==> config.mk <==
export PLATFORM = sky130hd
export DESIGN_NAME = wb_uart_tx_flat
export DESIGN_NICKNAME = d
export VERILOG_FILES = /design/src/rtl/wb_uart_tx_if.sv /design/src/rtl/wb_uart_tx.sv /design/src/flat_wrapper.sv
export SDC_FILE = /design/constraint.sdc
export NUM_CORES = 1
export LEC_CHECK = 0
export CAP_MARGIN = 25
export CORE_MARGIN = 10
export CORE_UTILIZATION = 48
export CTS_BUF_LIST = sky130_fd_sc_hd__clkbuf_4 sky130_fd_sc_hd__clkbuf_8
export DETAILED_ROUTE_END_ITERATION = 8
export PLACE_DENSITY = 0.79
export SETUP_SLACK_MARGIN = 0.1
export SYNTH_ARGS = -nofsm -noshare
export SYNTH_HDL_FRONTEND = slang
export SYNTH_SLANG_ARGS = --single-unit
==> constraint.sdc <==
create_clock -name clk_i -period 2.51 [get_ports clk_i]
set_clock_uncertainty 0.05 [all_clocks]
set_input_delay 0.3765 -clock clk_i [delete_from_list [all_inputs] [get_ports clk_i]]
set_output_delay 0.3765 -clock clk_i [all_outputs]
set_load 0.005 [all_outputs]
==> src/rtl/wb_uart_tx_if.sv <==
// Wishbone B3 classic bus bundle for wb_uart_tx; signal names follow the slave's view.
// Single cycle per access: the master holds cyc/stb until ack_o, and the slave answers with a one-cycle ack.
interface wb_uart_tx_if #(
  parameter int ADDR_WIDTH = 31,
  parameter int DATA_WIDTH = 32
);
  logic [ADDR_WIDTH-1:0] addr_i;
  logic [DATA_WIDTH-1:0] data_i;
  logic [DATA_WIDTH-1:0] data_o;
  logic                  cyc_i;
  logic [3:0]            sel_i;
  logic                  stb_i;
  logic                  we_i;
  logic                  ack_o;
  logic                  err_o;
  logic                  rty_o;

  modport master (
    output addr_i, data_i, cyc_i, sel_i, stb_i, we_i,
    input  data_o, ack_o, err_o, rty_o
  );

  modport slave (
    input  addr_i, data_i, cyc_i, sel_i, stb_i, we_i,
    output data_o, ack_o, err_o, rty_o
  );
endinterface

==> src/rtl/wb_uart_tx.sv <==
// Wishbone slave with byte FIFO and 8N1 serial transmitter; ack 1 cycle after request, tx_o falls 1 cycle after a push into an idle empty FIFO.
// Never stalls the bus: a push to a full FIFO is dropped and sets sticky overflow; WB_UART_PARITY_EN adds an even-parity bit.
module wb_uart_tx #(
  parameter int ADDR_WIDTH      = 31,
  parameter int DATA_WIDTH      = 32,
  parameter int CLK_DIV         = 868,
  parameter int FIFO_DEPTH_LOG2 = 3
) (
  input  logic          clk_i,
  input  logic          rst_i,
  wb_uart_tx_if.slave   bus,
  output logic          tx_o,
  output logic          irq_o
);
  localparam int DEPTH = 1 << FIFO_DEPTH_LOG2;
  localparam int CW    = FIFO_DEPTH_LOG2 + 1;
  localparam logic [FIFO_DEPTH_LOG2-1:0] PTR_ONE  = FIFO_DEPTH_LOG2'(1);
  localparam logic [CW-1:0]              CNT_ONE  = CW'(1);
  localparam logic [CW-1:0]              CNT_FULL = CW'(DEPTH);
  localparam logic [15:0]                DIV_LAST = 16'(CLK_DIV - 1);

  localparam logic [2:0] S_IDLE   = 3'd0;
  localparam logic [2:0] S_START  = 3'd1;
  localparam logic [2:0] S_DATA   = 3'd2;
`ifdef WB_UART_PARITY_EN
  localparam logic [2:0] S_PARITY = 3'd3;
`endif
  localparam logic [2:0] S_STOP   = 3'd4;

  logic [7:0]                 mem_q [DEPTH];
  logic [FIFO_DEPTH_LOG2-1:0] wptr_q, rptr_q;
  logic [CW-1:0]              cnt_q, cnt_d;
  logic                       ovf_q, ovf_d;
  logic                       ack_q;
  logic [DATA_WIDTH-1:0]      dat_q;
  logic                       irq_q;
  logic [2:0]                 state_q, state_d;
  logic [15:0]                div_q, div_d;
  logic [2:0]                 bit_q, bit_d;
  logic [7:0]                 sh_q, sh_d;
  logic                       tx_q, tx_d;
`ifdef WB_UART_PARITY_EN
  logic                       par_q, par_d;
`endif

  logic                  req, push_req, st_rd, empty, full, pop, push, ovf_set, div_done;
  logic [1:0]            reg_sel;
  logic [DATA_WIDTH-1:0] status;
  logic                  unused_bits;

  assign reg_sel  = bus.addr_i[3:2];
  assign req      = bus.cyc_i & bus.stb_i & ~ack_q;
  assign push_req = req & bus.we_i & (reg_sel == 2'd0) & bus.sel_i[0];
  assign st_rd    = req & ~bus.we_i & (reg_sel == 2'd1);
  assign empty    = (cnt_q == '0);
  assign full     = (cnt_q == CNT_FULL);
  assign pop      = (state_q == S_IDLE) & ~empty;
  // A pop on the same edge frees a slot, so a push to a full FIFO is still accepted.
  assign push     = push_req & (~full | pop);
  assign ovf_set  = push_req & full & ~pop;
  assign div_done = (div_q == DIV_LAST);
  assign unused_bits = ^{bus.addr_i[ADDR_WIDTH-1:4], bus.addr_i[1:0],
                         bus.data_i[DATA_WIDTH-1:8], bus.sel_i[3:1]};

  always_comb begin
    status         = '0;
    status[0]      = (state_q != S_IDLE);
    status[1]      = full;
    status[2]      = empty;
    status[3]      = ovf_q;
`ifdef WB_UART_PARITY_EN
    status[4]      = 1'b1;
`endif
    status[8 +: CW] = cnt_q;
  end

  always_comb begin
    cnt_d = cnt_q;
    if (push && !pop)      cnt_d = cnt_q + CNT_ONE;
    else if (!push && pop) cnt_d = cnt_q - CNT_ONE;
    ovf_d = ovf_set ? 1'b1 : (st_rd ? 1'b0 : ovf_q);
  end

  always_comb begin
    state_d = state_q;
    div_d   = div_q + 16'd1;
    bit_d   = bit_q;
    sh_d    = sh_q;
    tx_d    = tx_q;
`ifdef WB_UART_PARITY_EN
    par_d   = par_q;
`endif
    case (state_q)
      S_IDLE: begin
        div_d = '0;
        if (pop) begin
          sh_d    = mem_q[rptr_q];
          tx_d    = 1'b0;
          state_d = S_START;
`ifdef WB_UART_PARITY_EN
          par_d   = ^mem_q[rptr_q];
`endif
        end
      end
      S_START: if (div_done) begin
        div_d   = '0;
        tx_d    = sh_q[0];
        sh_d    = sh_q >> 1;
        bit_d   = '0;
        state_d = S_DATA;
      end
      S_DATA: if (div_done) begin
        div_d = '0;
        if (bit_q == 3'd7) begin
`ifdef WB_UART_PARITY_EN
          tx_d    = par_q;
          state_d = S_PARITY;
`else
          tx_d    = 1'b1;
          state_d = S_STOP;
`endif
        end else begin
          bit_d = bit_q + 3'd1;
          tx_d  = sh_q[0];
          sh_d  = sh_q >> 1;
        end
      end
`ifdef WB_UART_PARITY_EN
      S_PARITY: if (div_done) begin
        div_d   = '0;
        tx_d    = 1'b1;
        state_d = S_STOP;
      end
`endif
      S_STOP: if (div_done) begin
        div_d   = '0;
        state_d = S_IDLE;
      end
      default: begin
        div_d   = '0;
        tx_d    = 1'b1;
        state_d = S_IDLE;
      end
    endcase
  end

  always_ff @(posedge clk_i) begin
    if (push) mem_q[wptr_q] <= bus.data_i[7:0];
  end

  always_ff @(posedge clk_i) begin
    if (rst_i) begin
      wptr_q  <= '0;
      rptr_q  <= '0;
      cnt_q   <= '0;
      ovf_q   <= 1'b0;
      ack_q   <= 1'b0;
      dat_q   <= '0;
      irq_q   <= 1'b1;
      state_q <= S_IDLE;
      div_q   <= '0;
      bit_q   <= '0;
      sh_q    <= '0;
      tx_q    <= 1'b1;
`ifdef WB_UART_PARITY_EN
      par_q   <= 1'b0;
`endif
    end else begin
      if (push) wptr_q <= wptr_q + PTR_ONE;
      if (pop)  rptr_q <= rptr_q + PTR_ONE;
      cnt_q   <= cnt_d;
      ovf_q   <= ovf_d;
      ack_q   <= req;
      dat_q   <= st_rd ? status : '0;
      irq_q   <= empty & (state_q == S_IDLE);
      state_q <= state_d;
      div_q   <= div_d;
      bit_q   <= bit_d;
      sh_q    <= sh_d;
      tx_q    <= tx_d;
`ifdef WB_UART_PARITY_EN
      par_q   <= par_d;
`endif
    end
  end

  assign bus.ack_o  = ack_q;
  assign bus.data_o = dat_q;
  assign bus.err_o  = 1'b0;
  assign bus.rty_o  = 1'b0;
  assign tx_o       = tx_q;
  assign irq_o      = irq_q;
endmodule

==> src/flat_wrapper.sv <==
// flat-port wrapper written by rule: the top's interface ports become plain ports
module wb_uart_tx_flat 
#(
  parameter int ADDR_WIDTH      = 31,
  parameter int DATA_WIDTH      = 32,
  parameter int CLK_DIV         = 868,
  parameter int FIFO_DEPTH_LOG2 = 3
)
  (clk_i, rst_i, tx_o, irq_o, bus_addr_i, bus_data_i, bus_cyc_i, bus_sel_i, bus_stb_i, bus_we_i, bus_data_o, bus_ack_o, bus_err_o, bus_rty_o);
  wb_uart_tx_if #(.ADDR_WIDTH(ADDR_WIDTH), .DATA_WIDTH(DATA_WIDTH)) bus_i ();
  input  logic clk_i;
  input  logic rst_i;
  output logic tx_o;
  output logic irq_o;
  input wire logic [$bits(bus_i.addr_i)-1:0] bus_addr_i;
  input wire logic [$bits(bus_i.data_i)-1:0] bus_data_i;
  input wire logic [$bits(bus_i.cyc_i)-1:0] bus_cyc_i;
  input wire logic [$bits(bus_i.sel_i)-1:0] bus_sel_i;
  input wire logic [$bits(bus_i.stb_i)-1:0] bus_stb_i;
  input wire logic [$bits(bus_i.we_i)-1:0] bus_we_i;
  output wire logic [$bits(bus_i.data_o)-1:0] bus_data_o;
  output wire logic [$bits(bus_i.ack_o)-1:0] bus_ack_o;
  output wire logic [$bits(bus_i.err_o)-1:0] bus_err_o;
  output wire logic [$bits(bus_i.rty_o)-1:0] bus_rty_o;
  assign bus_i.addr_i = bus_addr_i;
  assign bus_i.data_i = bus_data_i;
  assign bus_i.cyc_i = bus_cyc_i;
  assign bus_i.sel_i = bus_sel_i;
  assign bus_i.stb_i = bus_stb_i;
  assign bus_i.we_i = bus_we_i;
  assign bus_data_o = bus_i.data_o;
  assign bus_ack_o = bus_i.ack_o;
  assign bus_err_o = bus_i.err_o;
  assign bus_rty_o = bus_i.rty_o;
  wb_uart_tx #(.ADDR_WIDTH(ADDR_WIDTH), .DATA_WIDTH(DATA_WIDTH), .CLK_DIV(CLK_DIV), .FIFO_DEPTH_LOG2(FIFO_DEPTH_LOG2)) u_core (.clk_i(clk_i), .rst_i(rst_i), .bus(bus_i), .tx_o(tx_o), .irq_o(irq_o));
endmodule
# Yosys cells after proc, flatten, opt, wreduce, memory -nomap -nowiden
# Memories as Yosys holds them, arrays and structs flattened. A register that Yosys moved wholly into a read port is not among the register bits.
# Index checks and enable logic that the tools add are counted.
[op_classes]
n_addsub = 6
eq_ne = 13
muxes = 27
bitwise = 21
n_reduce_logical = 19
[op_table]
columns = ["op", "n"]
rows = [
  ["8-bit 2-to-1 mux", 4],
  ["3-bit 2-to-1 mux", 9],
  ["8-bit one-hot mux with 3 select lines", 1],
  ["16-bit by 1-bit adder with 16-bit output, second input constant", 1],
  ["16-bit by 10-bit == test with 1-bit output, second input constant", 1],
  ["1-bit AND", 12],
  ["3-bit one-hot mux with 4 select lines", 1],
  ["2-bit by 1-bit != test with 1-bit output, second input constant", 5],
  ["5-bit AND reduction", 2],
  ["3-bit by 1-bit adder with 3-bit output, second input constant", 3],
  ["1-bit 2-to-1 mux", 8],
  ["4-bit 2-to-1 mux", 2],
  ["1-bit NOT", 8],
  ["4-bit AND reduction", 2],
  ["3-bit == test, second input constant", 2],
  ["3-bit one-hot mux with 2 select lines", 1],
  ["2-bit nonzero test", 3],
  ["3-bit nonzero test", 2],
  ["3-bit OR reduction", 2],
  ["4-bit by 1-bit adder with 4-bit output, second input constant", 1],
  ["4-bit == test, second input constant", 1],
  ["4-bit logical NOT", 1],
  ["1-bit one-hot mux with 4 select lines", 1],
  ["4-bit by 1-bit subtractor with 4-bit output, second input constant", 1],
  ["10 further kinds", 12],
]
[word_totals]
regBits = 76
mem_bits_rw = 64
in_bits = 72
output_inout_bits = 37
word_cells = 100
n_memories = 1
[mem_list]
columns = ["memory", "words", "word_bits", "rd", "rd_ports_with_merged_regs", "write_ports", "line_no", "source"]
rows = [
  ["u_core.mem_q", 8, 8, 1, 1, 1, "wb_uart_tx.sv:30", "logic [7:0] mem_q [DEPTH];"],
]

# Depth between registers and ports, before layout
# Gate-level depths: netlist of run 1.
[logic_depth]
depth_word = 10
mapped_depth = 12
mapped_depth_nobuf = 12

# Least setup slack after synthesis of run 1
# OpenSTA, ideal clock, no wires.
[synth_path]
kind = "reg2reg"
from = "reg u_core.cnt_q[0]"
to = "reg u_core.cnt_q[3]"
setup_ns = 0.071
arrival_ns = 2.498
required_time_ns = 2.389
slack_ns = -0.109
path_stages_with_launch = 13
n_path_buf = 0
synth_period_minus_slack_ns = 2.619
cell_sequence = "dfxtp_1 > nor3_1 > nand2_1 > o21ai_1 > inv_1 > ha_1 > inv_1 > ha_1 > a21o_1 > a21oi_1 > xnor2_1 > or3_1 > a21oi_1"
[synth_via]
elab_chain_cells = 8
elab_cells_between_ends = 16
cone_classes = "add/sub: 2; eq/ne: 1; mux: 2; bitwise: 5; reduce/logical: 6"
[synth_rtl]
columns = ["element", "line_no", "source"]
rows = [
  ["from (decl)", "wb_uart_tx.sv:32", "logic [CW-1:0] cnt_q, cnt_d;"],
  ["from (signal assigned)", "wb_uart_tx.sv:171", "cnt_q <= cnt_d;"],
  ["4-bit logical NOT", "wb_uart_tx.sv:55", "assign empty = (cnt_q == '0);"],
  ["1-bit NOT", "wb_uart_tx.sv:57", "assign pop = (state_q == S_IDLE) & ~empty;"],
  ["1-bit AND", "wb_uart_tx.sv:57", ""],
  ["1-bit OR (*)", "wb_uart_tx.sv:59", "assign push = push_req & (~full | pop);"],
  ["1-bit AND (*)", "wb_uart_tx.sv:59", ""],
  ["via u_core.push", "wb_uart_tx.sv:46", "logic req, push_req, st_rd, empty, full, pop, push, ovf_set, div_done;"],
  ["1-bit logical NOT", "wb_uart_tx.sv:80", "else if (!push && pop) cnt_d = cnt_q - CNT_ONE;"],
  ["1-bit logical AND", "wb_uart_tx.sv:80", ""],
  ["2-bit nonzero test (no source line)", "-", ""],
]
# Mark *: on every way through the listed nets, which the timed path passes. The rest lies on a longest branch. The select of a mux whose other input is x is not followed.
# A chain may end at the register's enable or synchronous reset.

# Worst setup path after layout of run 1
[layout_path]
from = "reg u_core.cnt_q[2]"
to = "reg u_core.cnt_q[3]"
# The elaborated chain is that of the path after synthesis.

==> reports/qor.txt, run 1 <==
fin crit period - 2.45 ns
Setup WS pre-CTS - -0.418 ns
Max Cap Violations - 0
Primary FF master, synth - edfxtp_1
GRT overflow - 0
row cnt - 37
die width - 124 um
Mean Syn Cell Area - 12.5 sq um
Core Util, Final - 58.7%
data arrival time of the worst path - 2.77 ns
Clock Path Buffers - 2
Setup Viol. Count Final - 0
Worst path top cell family by delay - simple AND/OR/NAND/NOR gates
post-layout instance count excluding filler cells - 624
RSZ-0062 raised after global routing - yes
clock sinks - 119
register area share after synthesis - 58.2%
pin count of the biggest net entering global routing - 30
CP Cell Sequence - nor3_4 > nand2_2 > o21ai_2 > inv_2 > ha_4 > inv_4 > ha_4 > a21o_1 > a21oi_2 > xnor2_1 > or3_1 > a21oi_2
DR vias/cell - 5.29
Int Power - 3.60 mW
largest stage delay on the critical path - 0.38 ns
fin nets - 556
Max Clk Rate - 408 MHz
layout cells sized above 1 - 21.9%
number of remaining DRC errors - 0
synthesized area - 0.00519 sq mm
leakage - 2.12 nW
initial antenna violation count - 0
Worst slew margin - 53.9%
Hold Path Class - flop to flop
Slew @ Worst Pin - 0.686 ns
overall routing resource usage - 13.2%
status - complete, no violations
Chip Height - 124 um
Clk Latency, worst-skew pair - 0.44 ns
drt first pass iters - 4
Comb pwr share - 26.2%
WP buf/inv - 2
Clk pwr share - 30.1%
vias in the first global route - 3237
DIE AREA - 0.0154 sq mm
Final period util - 97.6%
Synth cell types - 56
IO Count - 109
initial DRC count - 186
Initial Util - 49.9%
GPL Wtd Cong - 0.804
sequential cell area - 0.00303 sq mm
Synth Warn # - 0
crit-path max FO - 5
routed vias - 3302
Flop pwr share - 43.7%
Clock Tree Root - clkbuf_8
Slew Limit Fails - 0
register bit total from synthesis - 119
flop2flop setup slack - 0.06 ns
final hold violations - 0
CTS buffer count - 17
Antenna Nets Post-Route - 0
Worst Setup Start Kind - flop
setup ws final - 0.0612 ns
Peak VDD IR - 350 uV
CTS clk-pin slew, worst paths - 0.07 ns
n_diodes - 0
H-tree Lvls - 4
Fin Setup TNS - 0 ns
Area Overhead vs Synth - 17.8%
hpwl dp - 6710 um
Cells after DPL - 584
global-route wire length before repair - 15700 um
Critical-path top delay cell - or3_1
routed wire length - 10300 um
Cells after Synth - 415
PortBufs - 26
Setup Crit Path Kind - flop to flop
Async S/R FF share, synth - 0%
TritonCTS clock tree - built
switching share of power - 30.7%
CP Capture Type - flop
area of the multi-input gates - 0.00203 sq mm
P per Cell Area - 849 mW/mm^2
switching power - 1.60 mW
Layout fillers - 802
Core Area - 0.0104 sq mm
Tot Pwr - 5.19 mW
Worst Path Required - 2.83 ns
EDFF count, synth - 64
Avg WL per Cell - 16.5 um
cell families (layout without fill, tap and decap cells):
logic type	count (synthesis)	after routing	share of synthesized area, %
and+or+nand+nor	135	135	14.8
DFF	119	119	58.2
AOI/OAI and AO/OA	49	49	7.76
buffers and inverters	48	96	6.43
muxes	33	33	6.84
xor gates and xnor gates	21	21	3.54
adders and majority gates	9	9	2.31
other	1	26	0.0722
what timing repair did:
action | in CTS | in global routing
buffers inserted | 2 | 6
gates resized for setup | 3 | 11
endpoints found under the setup margin | 1 | 1
hold buffers | 0 | 0
pin swaps | 3 | 9
cell usage after synthesis (6+ instances only):
library cell	number	area share, %
ha_1	8	1.9
a311oi_2	7	2.0
and2_1	6	0.72
xnor2_1	7	1.2
a21oi_1	10	0.96
mux2i_1	31	6.0
a22oi_1	16	2.3
dfxtp_1	55	21
edfxtp_1	64	37
nor2_1	34	2.5
xor2_1	14	2.4
nor3_1	10	0.96
buf_4	27	3.9
nand2_1	23	1.7
nor2_4	8	1.7
nand3_1	15	1.4
routing by layer:
layer,share of wire (%),global-route usage [%],up-vias
met3,6.9,3.94,16
li1,-,-,1577
met1,40,15.0,1604
met5,0,0,-
met2,52,22.5,105
met4,1.6,5.68,0
worst register-to-register path: cells and delay by family, from the launching register on:
family	cells	cell delay (ns)
AO/OA/AOI/OAI	4	0.67
XOR/XNOR	1	0.11
adder cells (fa/ha/maj)	2	0.37
buffers and inverters	2	0.15
flip-flops	1	0.37
AND/OR/NAND/NOR	3	0.67
worst paths after layout:
kind	cells past startpoint	to	from
max	12	u_core.cnt_q[3]$_SDFFE_PP0P_	u_core.cnt_q[2]$_SDFFE_PP0P_
min	1	u_core.bus.ack_o$_SDFF_PP0_	u_core.bus.ack_o$_SDFF_PP0_
max reg2reg	12	u_core.cnt_q[3]$_SDFFE_PP0P_	u_core.cnt_q[2]$_SDFFE_PP0P_
min reg2reg	1	u_core.bus.ack_o$_SDFF_PP0_	u_core.bus.ack_o$_SDFF_PP0_
layout by cell type, fill, tap and decap left out, drive strengths merged, types with 2 or more instances in the layout:
master,synthesis,routed
or3b,3,3
nand3,15,15
nor3b,3,3
nor4,4,4
conb,1,26
and2,6,6
clkinvlp,0,2
nor2b,2,2
clkbuf,5,19
buf,38,33
clkdlybuf4s50,0,26
nor2,46,46
ha,8,8
or3,3,3
o21ai,4,4
a211oi,2,2
a22oi,16,16
xnor2,7,7
clkinv,0,8
nand2b,4,4
nand4,4,4
inv,5,7
a21o,3,3
nor4b,4,4
o21a,3,3
mux4,2,2
xor2,14,14
a311oi,7,7
mux2i,31,31
nor3,11,11
a21oi,11,11
edfxtp,64,64
dfxtp,55,55
nand2,23,23
power by group through the flow:
stage          logic, mW  registers, mW  clock network, mW
4_1_cts             1.26           2.26               1.60
2_1_floorplan       1.00           2.29                  0
6_report            1.36           2.27               1.56
3_3_place_gp        1.19           2.29                  0
5_1_grt             1.48           2.29               1.69
3_5_place_dp        1.23           2.30                  0
flip-flops by register name, summed over array words and instances, names as in the netlist, named ones only:
register           cells
u_core.bit_q           3
u_core.bus.ack_o       1
u_core.bus.data_o      8
u_core.cnt_q           4
u_core.div_q          16
u_core.irq_o           1
u_core.mem_q          64
u_core.ovf_q           1
u_core.rptr_q          3
u_core.sh_q            8
u_core.state_q         3
u_core.tx_o            1
u_core.wptr_q          3
per-stage QoR:
stage / instance area [sq um] / hold slack, ns
finish: 6120 / 0.403
floorplan: 5310 / 0.380
detailed placement: 5610 / 0.387
CTS: 6000 / 0.402
global placement: 5610 / 0.378
global route: 6120 / 0.428
area by class of cell:
cell class / count / share of cell area, %
repair buffers: 59 / 8.30
clock inverters: 13 / 1.70
flip-flops and latches: 119 / 49.5
multi-input cells: 273 / 33.1
well taps: 136 / 2.78
inverters: 5 / 0.348
clock buffers: 19 / 4.27
No activity file was read; power rests on OpenSTA's default activity.
==> run 2: changes to the inputs <==
--- a/config.mk
+++ b/config.mk
@@ -5,7 +5,6 @@
 export SDC_FILE = /design/constraint.sdc
 export NUM_CORES = 1
 export LEC_CHECK = 0
-export CAP_MARGIN = 25
 export CORE_MARGIN = 10
 export CORE_UTILIZATION = 48
 export CTS_BUF_LIST = sky130_fd_sc_hd__clkbuf_4 sky130_fd_sc_hd__clkbuf_8
==> results of run 2 <==
The final DEF is identical to that of run 1; final timing and power are the same.
==> run 3: changes to the inputs <==
--- a/config.mk
+++ b/config.mk
@@ -6,10 +6,11 @@
 export NUM_CORES = 1
 export LEC_CHECK = 0
 export CORE_MARGIN = 10
-export CORE_UTILIZATION = 48
-export CTS_BUF_LIST = sky130_fd_sc_hd__clkbuf_4 sky130_fd_sc_hd__clkbuf_8
+export CORE_UTILIZATION = 56
+export CTS_BUF_LIST = sky130_fd_sc_hd__clkbuf_16
 export DETAILED_ROUTE_END_ITERATION = 8
-export PLACE_DENSITY = 0.79
+export DONT_BUFFER_PORTS = 1
+export PLACE_DENSITY = 0.74
 export SETUP_SLACK_MARGIN = 0.1
 export SYNTH_ARGS = -nofsm -noshare
 export SYNTH_HDL_FRONTEND = slang
==> run 3 against run 2 <==
Compared with the run above: final cell count shrank 7.4%; core utilization rose by 8.3 points; setup slack gained 0.11 ns; sequential share of layout area is 0.13 points lower; flip-flop and latch count unchanged; total power up 16%; design area grew 0.27%; critical path type unchanged; largest power group is now the clock network.
==> reports/qor.txt, run 3 (synthesis results as in run 1) <==
layout cells sized above 1 - 22.5%
commonest non-fill, non-tap cell in the layout - edfxtp_1
Initial Util - 56.7%
Antenna Nets Post-Route - 0
routed wire length on met3 - 806 um
Final period util - 93.3%
row cnt - 35
biggest regs - u_core.mem_q x64, u_core.div_q x16
Clock Tree Root - clkbuf_16
GRT overflow - 0
Max Cap Violations - 0
routed vias - 3239
Layout fillers - 640
PortBufs - 0
fin crit period - 2.34 ns
Slew Limit Fails - 0
Tot Pwr - 6.04 mW
reg2reg start - u_core.cnt_q[0]$_SDFFE_PP0P_
Area Overhead vs Synth - 18.1%
Avg WL per Cell - 18.2 um
reg-to-reg endpoint - u_core.cnt_q[3]$_SDFFE_PP0P_
Max Clk Rate - 427 MHz
clock sinks - 119
final hold violations - 0
fin nets - 535
Setup Viol. Count Final - 0
DR vias/cell - 5.60
flop2flop setup slack - 0.17 ns
CTS buffer count - 17
top layer used by detailed routing - met4
initial antenna violation count - 0
die width - 116 um
Biggest register - u_core.mem_q
data arrival time of the worst path - 2.64 ns
Hold Path Class - input pin to flop
metal2 WL - 5190 um
overall routing resource usage - 16.1%
Worst slew margin - 54.2%
Fin Setup TNS - 0 ns
initial DRC count - 288
max FFs per register - 64
Hold Startpoint - bus_stb_i
routed wire length - 10500 um
Core Area - 0.00915 sq mm
Clock Path Buffers - 2
Setup Crit Path Kind - flop to flop
crit-path max FO - 3
post-layout instance count excluding filler cells - 578
Peak VDD IR - 774 uV
vias in the first global route - 3212
Worst Path Required - 2.81 ns
DIE AREA - 0.0135 sq mm
drt first pass iters - 5
M1 WL - 4350 um
Chip Height - 116 um
P per Cell Area - 985 mW/mm^2
number of remaining DRC errors - 0
RSZ-0062 raised after global routing - yes
Slew @ Worst Pin - 0.685 ns
most frequent cells in the layout - edfxtp_1 (64), dfxtp_1 (52), nor2_1 (33)
hpwl dp - 6180 um
pin count of the biggest net entering global routing - 30
Clk Latency, worst-skew pair - 0.41 ns
CP Capture Type - flop
Worst Hold Endpoint - u_core.bus.ack_o$_SDFF_PP0_
hold depth - 2
H-tree Lvls - 4
Worst R2R Path Depth - 12
CTS clk-pin slew, worst paths - 0.06 ns
TritonCTS clock tree - built
Worst Setup Start Kind - flop
IO Count - 109
status - complete, no violations
global-route wire length before repair - 16400 um
GPL Wtd Cong - 0.770
n_diodes - 0
Cells after DPL - 530
leakage - 2.14 nW
[run 3: cell count changes in the layout (fill, tap and decap cells not counted), sizes merged]
| cell | before | now |
|---|---|---|
| dlygate4sd3 | 0 | 8 |
| clkinv | 8 | 5 |
| clkinvlp | 2 | 3 |
| buf | 33 | 30 |
| clkbuf | 19 | 17 |
| clkdlybuf4s50 | 26 | 0 |
| inv | 7 | 9 |
| bufinv | 1 | 3 |
[run 3: what timing repair did]
action / 4_1_cts / 5_1_grt
gates cloned: 0 / 0
endpoints found under the setup margin: 1 / 1
pin swaps: 4 / 11
endpoints found under the hold margin: 93 / 0
resized for setup: 3 / 11
hold buffers: 9 / 0
buffers inserted: 2 / 5
[run 3: stage by stage]
step	utilization (%)	hold slack [ns]	setup slack, ns	instance area, sq um
2_1_floorplan	-	0.380	0.128	5310
5_1_grt	67.0	0.0180	0.0225	6130
4_1_cts	66.0	0.0189	0.102	6040
6_report	67.0	0.0353	0.168	6130
3_5_place_dp	58.0	0.402	-0.0166	5310
3_3_place_gp	58.0	0.400	0.0551	5310
[run 3: where the power goes]
group | internal, mW | total, mW | leakage (nW) | switching (mW)
Sequential | 2.18 | 2.27 | 1.02 | 0.0954
Clock | 1.56 | 2.46 | 0.289 | 0.894
Combinational | 0.562 | 1.31 | 0.831 | 0.752
Total | 4.30 | 6.04 | 2.14 | 1.74
[run 3: area by class of cell]
type	count	area, sq um	area share, %
sequential	119	3030	49.3
multi-input combinational	273	2030	33.0
clock buffer	17	425	6.94
timing repair buffer	38	318	5.18
clock inverter	15	178	2.90
tap	111	139	2.26
inverter	5	21.3	0.347
[run 3: worst max path at each step]
stage                                 start                      endpoint  slack, ns
6_report       u_core.cnt_q[0]$_SDFFE_PP0P_  u_core.cnt_q[3]$_SDFFE_PP0P_       0.17
5_1_grt        u_core.cnt_q[0]$_SDFFE_PP0P_  u_core.cnt_q[3]$_SDFFE_PP0P_       0.02
4_1_cts         u_core.bus.ack_o$_SDFF_PP0_  u_core.cnt_q[3]$_SDFFE_PP0P_       0.10
3_5_place_dp                  bus_addr_i[3]  u_core.cnt_q[3]$_SDFFE_PP0P_      -0.02
3_3_place_gp                  bus_addr_i[3]  u_core.cnt_q[3]$_SDFFE_PP0P_       0.06
2_1_floorplan  u_core.cnt_q[1]$_SDFFE_PP0P_  u_core.cnt_q[3]$_SDFFE_PP0P_       0.13
[run 3: layer usage]
| layer | global-route usage [%] | vias to the layer above |
|---|---|---|
| li1 | - | 1542 |
| met5 | 0 | - |
| met3 | 5.34 | 13 |
| met2 | 26.6 | 100 |
| met1 | 19.2 | 1584 |
| met4 | 6.01 | 0 |
[run 3: worst max-delay path, stage by stage (launching register included)]
cell     delay (ns)
dfxtp_2        0.33
nor3_4         0.21
nand2_2        0.10
o21ai_2        0.17
inv_2          0.07
ha_4           0.17
inv_4          0.07
ha_4           0.19
a21o_1         0.16
a21oi_2        0.16
xnor2_1        0.11
or3_1          0.38
a21oi_2        0.12
